--- config.mk ---
export PLATFORM = sky130hd
export DESIGN_NAME = msg_schedule
export DESIGN_NICKNAME = d
export VERILOG_FILES = /design/src/rtl/msg_schedule_pkg.sv /design/src/rtl/msg_schedule_small_sigma.sv /design/src/rtl/msg_schedule.sv
export SDC_FILE = /design/constraint.sdc
export NUM_CORES = 2
export LEC_CHECK = 0
export BUFFER_PORTS_ARGS = -buffer_cell sky130_fd_sc_hd__buf_2
export CAP_MARGIN = 20
export CORE_MARGIN = 4
export CORE_UTILIZATION = 30
export DETAILED_ROUTE_END_ITERATION = 8
export PLACE_DENSITY = 0.53
export SYNTH_ARGS = -nofsm -noshare
export SYNTH_HDL_FRONTEND = slang
export SYNTH_SLANG_ARGS = --single-unit
--- constraint.sdc ---
create_clock -name axis_aclk -period 4.89 [get_ports axis_aclk]
set_clock_uncertainty 0.2 [all_clocks]
set_input_delay 1.467 -clock axis_aclk [delete_from_list [all_inputs] [get_ports axis_aclk]]
set_output_delay 1.467 -clock axis_aclk [all_outputs]
set_load 0.1 [all_outputs]
--- src/rtl/msg_schedule_pkg.sv ---
// Shared types and constants for the SHA-2 message schedule expander.
package msg_schedule_pkg;

  typedef enum logic [1:0] {
    IDLE   = 2'd0,
    LOAD   = 2'd1,
    EXPAND = 2'd2
  } state_e;

  localparam int unsigned WORD_W            = 64;
  localparam int unsigned HALF_W            = 32;
  localparam int unsigned TUSER_W           = 128;
  localparam int unsigned T_W               = 7;
  localparam int unsigned WIN_DEPTH         = 16;
  localparam int unsigned N_ROUNDS_32       = 64;
  localparam int unsigned N_ROUNDS_64       = 80;
  localparam int unsigned TUSER_SLOT_OFFSET = 32;
  localparam int unsigned TUSER_SLOT_WIDTH  = 16;

  // sha_type[1] of the tuser slot selects the 64-bit family.
  function automatic logic slot_is_64(input logic [TUSER_SLOT_WIDTH-1:0] slot);
    return (slot & TUSER_SLOT_WIDTH'(2)) != '0;
  endfunction

  // In 32-bit mode only the low half of a word carries data.
  function automatic logic [WORD_W-1:0] fit_word(input logic mode64,
                                                 input logic [WORD_W-1:0] w);
    return mode64 ? w : {HALF_W'(0), w[HALF_W-1:0]};
  endfunction

endpackage

--- src/rtl/msg_schedule_small_sigma.sv ---
// Combinational small sigma for SHA-256 / SHA-512, family selected by mode64.
module small_sigma
  import msg_schedule_pkg::*;
#(
  parameter int unsigned ROT32_A = 7,
  parameter int unsigned ROT32_B = 18,
  parameter int unsigned SHR32   = 3,
  parameter int unsigned ROT64_A = 1,
  parameter int unsigned ROT64_B = 8,
  parameter int unsigned SHR64   = 7
) (
  input  logic              mode64,
  input  logic [WORD_W-1:0] x,
  output logic [WORD_W-1:0] y_c
);

  logic [2*HALF_W-1:0] dbl32;
  logic [2*WORD_W-1:0] dbl64;
  logic [HALF_W-1:0]   r32;
  logic [WORD_W-1:0]   r64;

  // Rotates are taken from a doubled copy of the operand.
  always_comb begin
    dbl32 = {x[HALF_W-1:0], x[HALF_W-1:0]};
    dbl64 = {x, x};
    r32   = HALF_W'(dbl32 >> ROT32_A) ^ HALF_W'(dbl32 >> ROT32_B) ^ (x[HALF_W-1:0] >> SHR32);
    r64   = WORD_W'(dbl64 >> ROT64_A) ^ WORD_W'(dbl64 >> ROT64_B) ^ (x >> SHR64);
    y_c   = mode64 ? r64 : {HALF_W'(0), r32};
  end

endmodule

--- src/rtl/msg_schedule.sv ---
// Expands 16-word padded blocks into the W_t schedule (64 or 80 words) for the HCU.
// Optional build macro MSG_SCHEDULE_ERR_EN adds a sticky err_tlast flag for misplaced tlast.
module msg_schedule
  import msg_schedule_pkg::*;
#(
  parameter int unsigned C_S_AXIS_DATA_WIDTH  = 64,
  parameter int unsigned C_M_AXIS_DATA_WIDTH  = 64,
  parameter int unsigned C_S_AXIS_TUSER_WIDTH = 128,
  parameter int unsigned C_M_AXIS_TUSER_WIDTH = 128
) (
  input  logic                            axis_aclk,
  input  logic                            reset,
  input  logic [C_S_AXIS_DATA_WIDTH-1:0]  s_axis_tdata,
  input  logic [C_S_AXIS_TUSER_WIDTH-1:0] s_axis_tuser,
  input  logic                            s_axis_tvalid,
  output logic                            s_axis_tready,
  input  logic                            s_axis_tlast,
  output logic [C_M_AXIS_DATA_WIDTH-1:0]  m_axis_tdata,
  output logic [C_M_AXIS_TUSER_WIDTH-1:0] m_axis_tuser,
  output logic                            m_axis_tvalid,
  input  logic                            m_axis_tready,
`ifdef MSG_SCHEDULE_ERR_EN
  output logic                            err_tlast,
`endif
  output logic                            m_axis_tlast
);

  state_e              state_q, state_d;
  logic [T_W-1:0]      t_q, t_d;
  logic                last_blk_q, last_blk_d;
  logic                mode64_q, mode64_d;
  logic [TUSER_W-1:0]  tuser_q, tuser_d;
  logic [WORD_W-1:0]   data_q, data_d;
  logic                valid_q, valid_d;
  logic                tlast_q, tlast_d;
  logic [WORD_W-1:0]   win_q [WIN_DEPTH];
  logic [WORD_W-1:0]   win_d [WIN_DEPTH];

  logic                can_load_c;
  logic                s_ready_c;
  logic                accept_c;
  logic                in_mode64_c;
  logic [T_W-1:0]      t_final_c;
  logic                load_word_c;
  logic [WORD_W-1:0]   word_c;
  logic [WORD_W-1:0]   sig0_c, sig1_c;

  assign can_load_c  = !valid_q || m_axis_tready;
  assign s_ready_c   = (state_q != EXPAND) && can_load_c && !reset;
  assign accept_c    = s_axis_tvalid && s_ready_c;
  assign in_mode64_c = slot_is_64(s_axis_tuser[TUSER_SLOT_OFFSET +: TUSER_SLOT_WIDTH]);
  assign t_final_c   = mode64_q ? T_W'(N_ROUNDS_64 - 1) : T_W'(N_ROUNDS_32 - 1);

  // sigma0 taps W[t-15], sigma1 taps W[t-2]; window index 15 holds W[t-1].
  small_sigma #(
    .ROT32_A(7),  .ROT32_B(18), .SHR32(3),
    .ROT64_A(1),  .ROT64_B(8),  .SHR64(7)
  ) u_sigma0 (
    .mode64 (mode64_q),
    .x      (win_q[1]),
    .y_c    (sig0_c)
  );

  small_sigma #(
    .ROT32_A(17), .ROT32_B(19), .SHR32(10),
    .ROT64_A(19), .ROT64_B(61), .SHR64(6)
  ) u_sigma1 (
    .mode64 (mode64_q),
    .x      (win_q[14]),
    .y_c    (sig1_c)
  );

  always_comb begin
    state_d     = state_q;
    t_d         = t_q;
    last_blk_d  = last_blk_q;
    mode64_d    = mode64_q;
    tuser_d     = tuser_q;
    data_d      = data_q;
    valid_d     = valid_q;
    tlast_d     = tlast_q;
    win_d       = win_q;
    load_word_c = 1'b0;
    word_c      = '0;

    if (can_load_c) begin
      valid_d = 1'b0;
      tlast_d = 1'b0;
    end

    unique case (state_q)
      IDLE: begin
        if (accept_c) begin
          tuser_d     = s_axis_tuser;
          mode64_d    = in_mode64_c;
          word_c      = fit_word(in_mode64_c, s_axis_tdata);
          load_word_c = 1'b1;
          t_d         = T_W'(1);
          state_d     = LOAD;
        end
      end
      LOAD: begin
        if (accept_c) begin
          word_c      = fit_word(mode64_q, s_axis_tdata);
          load_word_c = 1'b1;
          t_d         = t_q + T_W'(1);
          if (t_q == T_W'(WIN_DEPTH - 1)) begin
            last_blk_d = s_axis_tlast;
            state_d    = EXPAND;
          end
        end
      end
      EXPAND: begin
        if (can_load_c) begin
          word_c      = fit_word(mode64_q, sig1_c + win_q[9] + sig0_c + win_q[0]);
          load_word_c = 1'b1;
          t_d         = t_q + T_W'(1);
          if (t_q == t_final_c) begin
            t_d = '0;
            if (last_blk_q) begin
              tlast_d    = 1'b1;
              last_blk_d = 1'b0;
              state_d    = IDLE;
            end else begin
              state_d = LOAD;
            end
          end
        end
      end
      default: state_d = IDLE;
    endcase

    // Window and output register advance together, so a stall freezes both.
    if (load_word_c) begin
      data_d  = word_c;
      valid_d = 1'b1;
      for (int i = 0; i < WIN_DEPTH - 1; i++) begin
        win_d[i] = win_q[i+1];
      end
      win_d[WIN_DEPTH-1] = word_c;
    end
  end

  always_ff @(posedge axis_aclk) begin
    if (reset) begin
      state_q    <= IDLE;
      t_q        <= '0;
      last_blk_q <= 1'b0;
      mode64_q   <= 1'b0;
      tuser_q    <= '0;
      data_q     <= '0;
      valid_q    <= 1'b0;
      tlast_q    <= 1'b0;
      for (int i = 0; i < WIN_DEPTH; i++) begin
        win_q[i] <= '0;
      end
    end else begin
      state_q    <= state_d;
      t_q        <= t_d;
      last_blk_q <= last_blk_d;
      mode64_q   <= mode64_d;
      tuser_q    <= tuser_d;
      data_q     <= data_d;
      valid_q    <= valid_d;
      tlast_q    <= tlast_d;
      win_q      <= win_d;
    end
  end

`ifdef MSG_SCHEDULE_ERR_EN
  logic err_q, err_d;

  // Sticky: tlast accepted anywhere but the 16th beat of a block.
  always_comb begin
    err_d = err_q;
    if (accept_c && s_axis_tlast && (t_q != T_W'(WIN_DEPTH - 1))) begin
      err_d = 1'b1;
    end
  end

  always_ff @(posedge axis_aclk) begin
    if (reset) begin
      err_q <= 1'b0;
    end else begin
      err_q <= err_d;
    end
  end

  assign err_tlast = err_q;
`endif

  assign s_axis_tready = s_ready_c;
  assign m_axis_tdata  = data_q;
  assign m_axis_tuser  = tuser_q;
  assign m_axis_tvalid = valid_q;
  assign m_axis_tlast  = tlast_q;

endmodule

==> results.yml <==
critical_path:
  start_kind: "flop"
  r2r.worst_path.cells: 20
  crit_path_end_kind: "flop"
  r2r-end: "win_q[55]"
  critPathKind: "flop to flop"
  required_ns: 5.34
  critPathMaxFanout: 3
  r2r-start: "win_q[905]"
  worst-r2r-setup-slack_ns: 0.003
  crit_arrival_ns: 5.33
grt:
  antenna_found_initial: 22
  grt_pass1_wl_um: 271000
  track_usage_pct: 19.3
  grt_max_degree: 222
  grt-ovfl-total: 0
  grt_pass1_vias: 43621
logic_synthesis:
  syn_avg_cell_area_um2: 7.72
  synth-edff-count: 0
  netlist.area_leader.share_pct: 44.4
  synthesis.nets: 7182
  synth.most_common_cell: "nand2_1"
  async_reset_ff_share_pct: 0
  synth_seq_cells: 1164
  synthCells: 6790
  synth_area_um2: 52400
  ys_seq_area_share_pct: 44.4
  yosys-top-cells-count: "2,358 x nand2_1, 1,215 x a21oi_1, 1,164 x dfxtp_1"
  yosysTopAreaCell: "dfxtp_1"
  ys.flop_type: "dfxtp_1"
  ys_warn_count: 0
  yosysUniqueCellTypes: 86
  synthTopCellsByArea: "dfxtp_1 44%, nand2_1 17%, a21oi_1 12%"
floorplanning:
  die_h_um: 426
  initial_core_util_pct: 30.2
  rows: 153
  io_pins: 392
  die_w_um: 426
  coreArea_um2: 174000
  dieArea_um2: 182000
timing:
  rsz0062_at_grt: "true"
  fin_crit_ns: 4.89
  hold_viol: 0
  fin_hold_ws_ns: 0.224
  min_period_over_period_pct: 99.9
  slew_violations: 0
  max_freq_mhz: 205
  worstMarginPinSlew_ns: 1.24
  finalSetupViolCount: 0
  relSlewSlack_pct: 17.5
worst_hold_path:
  holdCritPathClass: "flop to flop"
  hold_end: "win_q[659]"
  hold_depth: 2
  hold_start: "win_q[595]"
clock_network:
  clock-sinks: 1164
  cts-root-buf: "clkbuf_16"
  clockBufferDepth: 3
  cts_tree: "done"
  numCtsBuffers: 134
  clock_latency_ns: 0.79
  ctsHoldBuffers: 0
  path_clk_slew_ns: 0.07
  cts-htree-levels: 4
outcome:
  outcome: "completed"
final_layout:
  utilization_pct: 36.9
  drive_gt1_share_pct: 17.1
  area_growth_pct: 22.2
  fill_cells: 18384
  fin_nets: 7543
detailed_routing:
  first_pass_iters: 5
  num_vias: 45681
  first_iter_violations: 3642
  drc: 0
  drt_wl_total_um: 181000
  ant_nets: 0
  wl_per_cell_um: 18.9
  route.detailed.vias_per_inst: 4.76
pwr:
  power_leakage_nw: 23.4
  power-per-cell-area_nw_per_um2: 394
  ir_drop_mv: 0.342
placement:
  place.gp.congestion: 0.943
  dp_hpwl_um: 131000
  portBuffers: 391
job:
  maxCapViolCount: 0
-- worst max-delay path by stage --
stage | start | cells after the start | to | slack (ns)
2_1_floorplan | m_axis_tuser[33] | 21 | win_q[55] | 0.04
3_3_place_gp | win_q[905] | 20 | win_q[59] | -0.47
3_5_place_dp | win_q[905] | 20 | win_q[59] | -0.36
4_1_cts | win_q[905] | 20 | win_q[55] | -0.08
5_1_grt | win_q[905] | 20 | win_q[55] | -0.13
6_report | win_q[905] | 20 | win_q[55] | 0.003
-- cell families after synthesis --
kind of cell / after synthesis / synth area share [%]
AO/OA/AOI/OAI: 1548 / 16.0
AND/OR/NAND/NOR: 2616 / 19.4
flip-flops: 1164 / 44.4
buffers and inverters: 883 / 7.26
adder cells (fa/ha/maj): 195 / 6.46
XOR/XNOR: 376 / 6.28
multiplexers: 8 / 0.155
-- power breakdown --
part / internal (W) / total [W] / switching, W
registers: 0.00969 / 0.00986 / 0.000174
logic: 0.000914 / 0.00496 / 0.00405
clock network: 0.00607 / 0.0104 / 0.00434
total: 0.0167 / 0.0252 / 0.00856
-- sequential cells by signal (all words and copies together) (netlist names), named ones only --
name / cells
win_q: 1024
t_q: 7
m_axis_tuser: 128
m_axis_tvalid: 1
last_blk_q: 1
state_q: 2
-- layout make-up --
class / instances / area [um2] / area share, %
multi-input cells: 4743 / 26200 / 40.9
flip-flops and latches: 1164 / 23300 / 36.4
repair buffers: 859 / 6110 / 9.53
clock buffers: 195 / 3910 / 6.11
well taps: 2325 / 2910 / 4.54
inverters: 249 / 935 / 1.46
clock inverters: 47 / 688 / 1.07
diodes: 7 / 17.5 / 0.0273
-- repair_timing --
action | CTS | global route
setup buffers | 10 | 13
cloned | 0 | 3
endpoints found under the setup margin | 33 | 36
resized for setup | 92 | 113
pin swaps | 49 | 60
-- layer usage --
layer	vias to the layer above	GRT usage (%)	share of wire, %
met1	21915	26.4	47
met5	-	0	0.040
li1	22417	-	-
met2	1082	30.0	44
met4	10	6.13	3.1
met3	257	4.42	6.2
-- worst max-delay path, stage by stage (launching register included) --
cell,delay (ns)
dfxtp_2,0.32
xor2_1,0.16
nand2_1,0.08
o21ai_2,0.06
xnor2_1,0.22
fa_1,0.47
fa_1,0.47
inv_1,0.09
ha_2,0.19
inv_2,0.04
fa_2,0.33
nand2b_4,0.16
a21oi_4,0.20
o21ai_2,0.10
o211a_1,0.27
a2111o_1,0.52
buf_6,0.18
a2111oi_4,0.30
o21ai_1,0.11
a32oi_1,0.20
a21oi_1,0.09
-- layout by cell type, fill, tap and decap left out, drive strengths merged, types with 8 or more instances in the layout --
master,Yosys,final
fa,126,126
and2,18,18
inv,249,256
a31oi,12,12
dfxtp,1164,1164
a21o,39,39
nand2b,10,10
xor2,93,93
o211ai,14,14
nand2,2360,2360
o21ai,129,129
a22oi,45,45
xnor2,283,283
clkbuf,448,198
buf,185,856
a221oi,10,10
and3,12,12
or3,8,8
a211oi,8,8
nand4,25,25
nor2,119,119
nand3,18,18
o21bai,13,13
nor3,18,18
bufinv,0,8
a21oi,1219,1219
clkinv,0,29
ha,69,69
-- through the flow --
stage | instances | instance area, um2 | setup TNS, ns | setup WS (ns) | total power [W]
after detailed placement | 9314 | 58300 | -5.38 | -0.362 | 0.0150
after CTS | 9566 | 63400 | -0.171 | -0.0763 | 0.0255
after floorplan | 6790 | 52500 | 0 | 0.0356 | 0.0136
after global placement | 9314 | 58300 | -6.01 | -0.469 | 0.0150
after global routing | 9584 | 64100 | -0.876 | -0.130 | 0.0263
final | 9589 | 64100 | 0 | 0.00301 | 0.0252
Note: power is estimated with default switching activity, not from simulation.
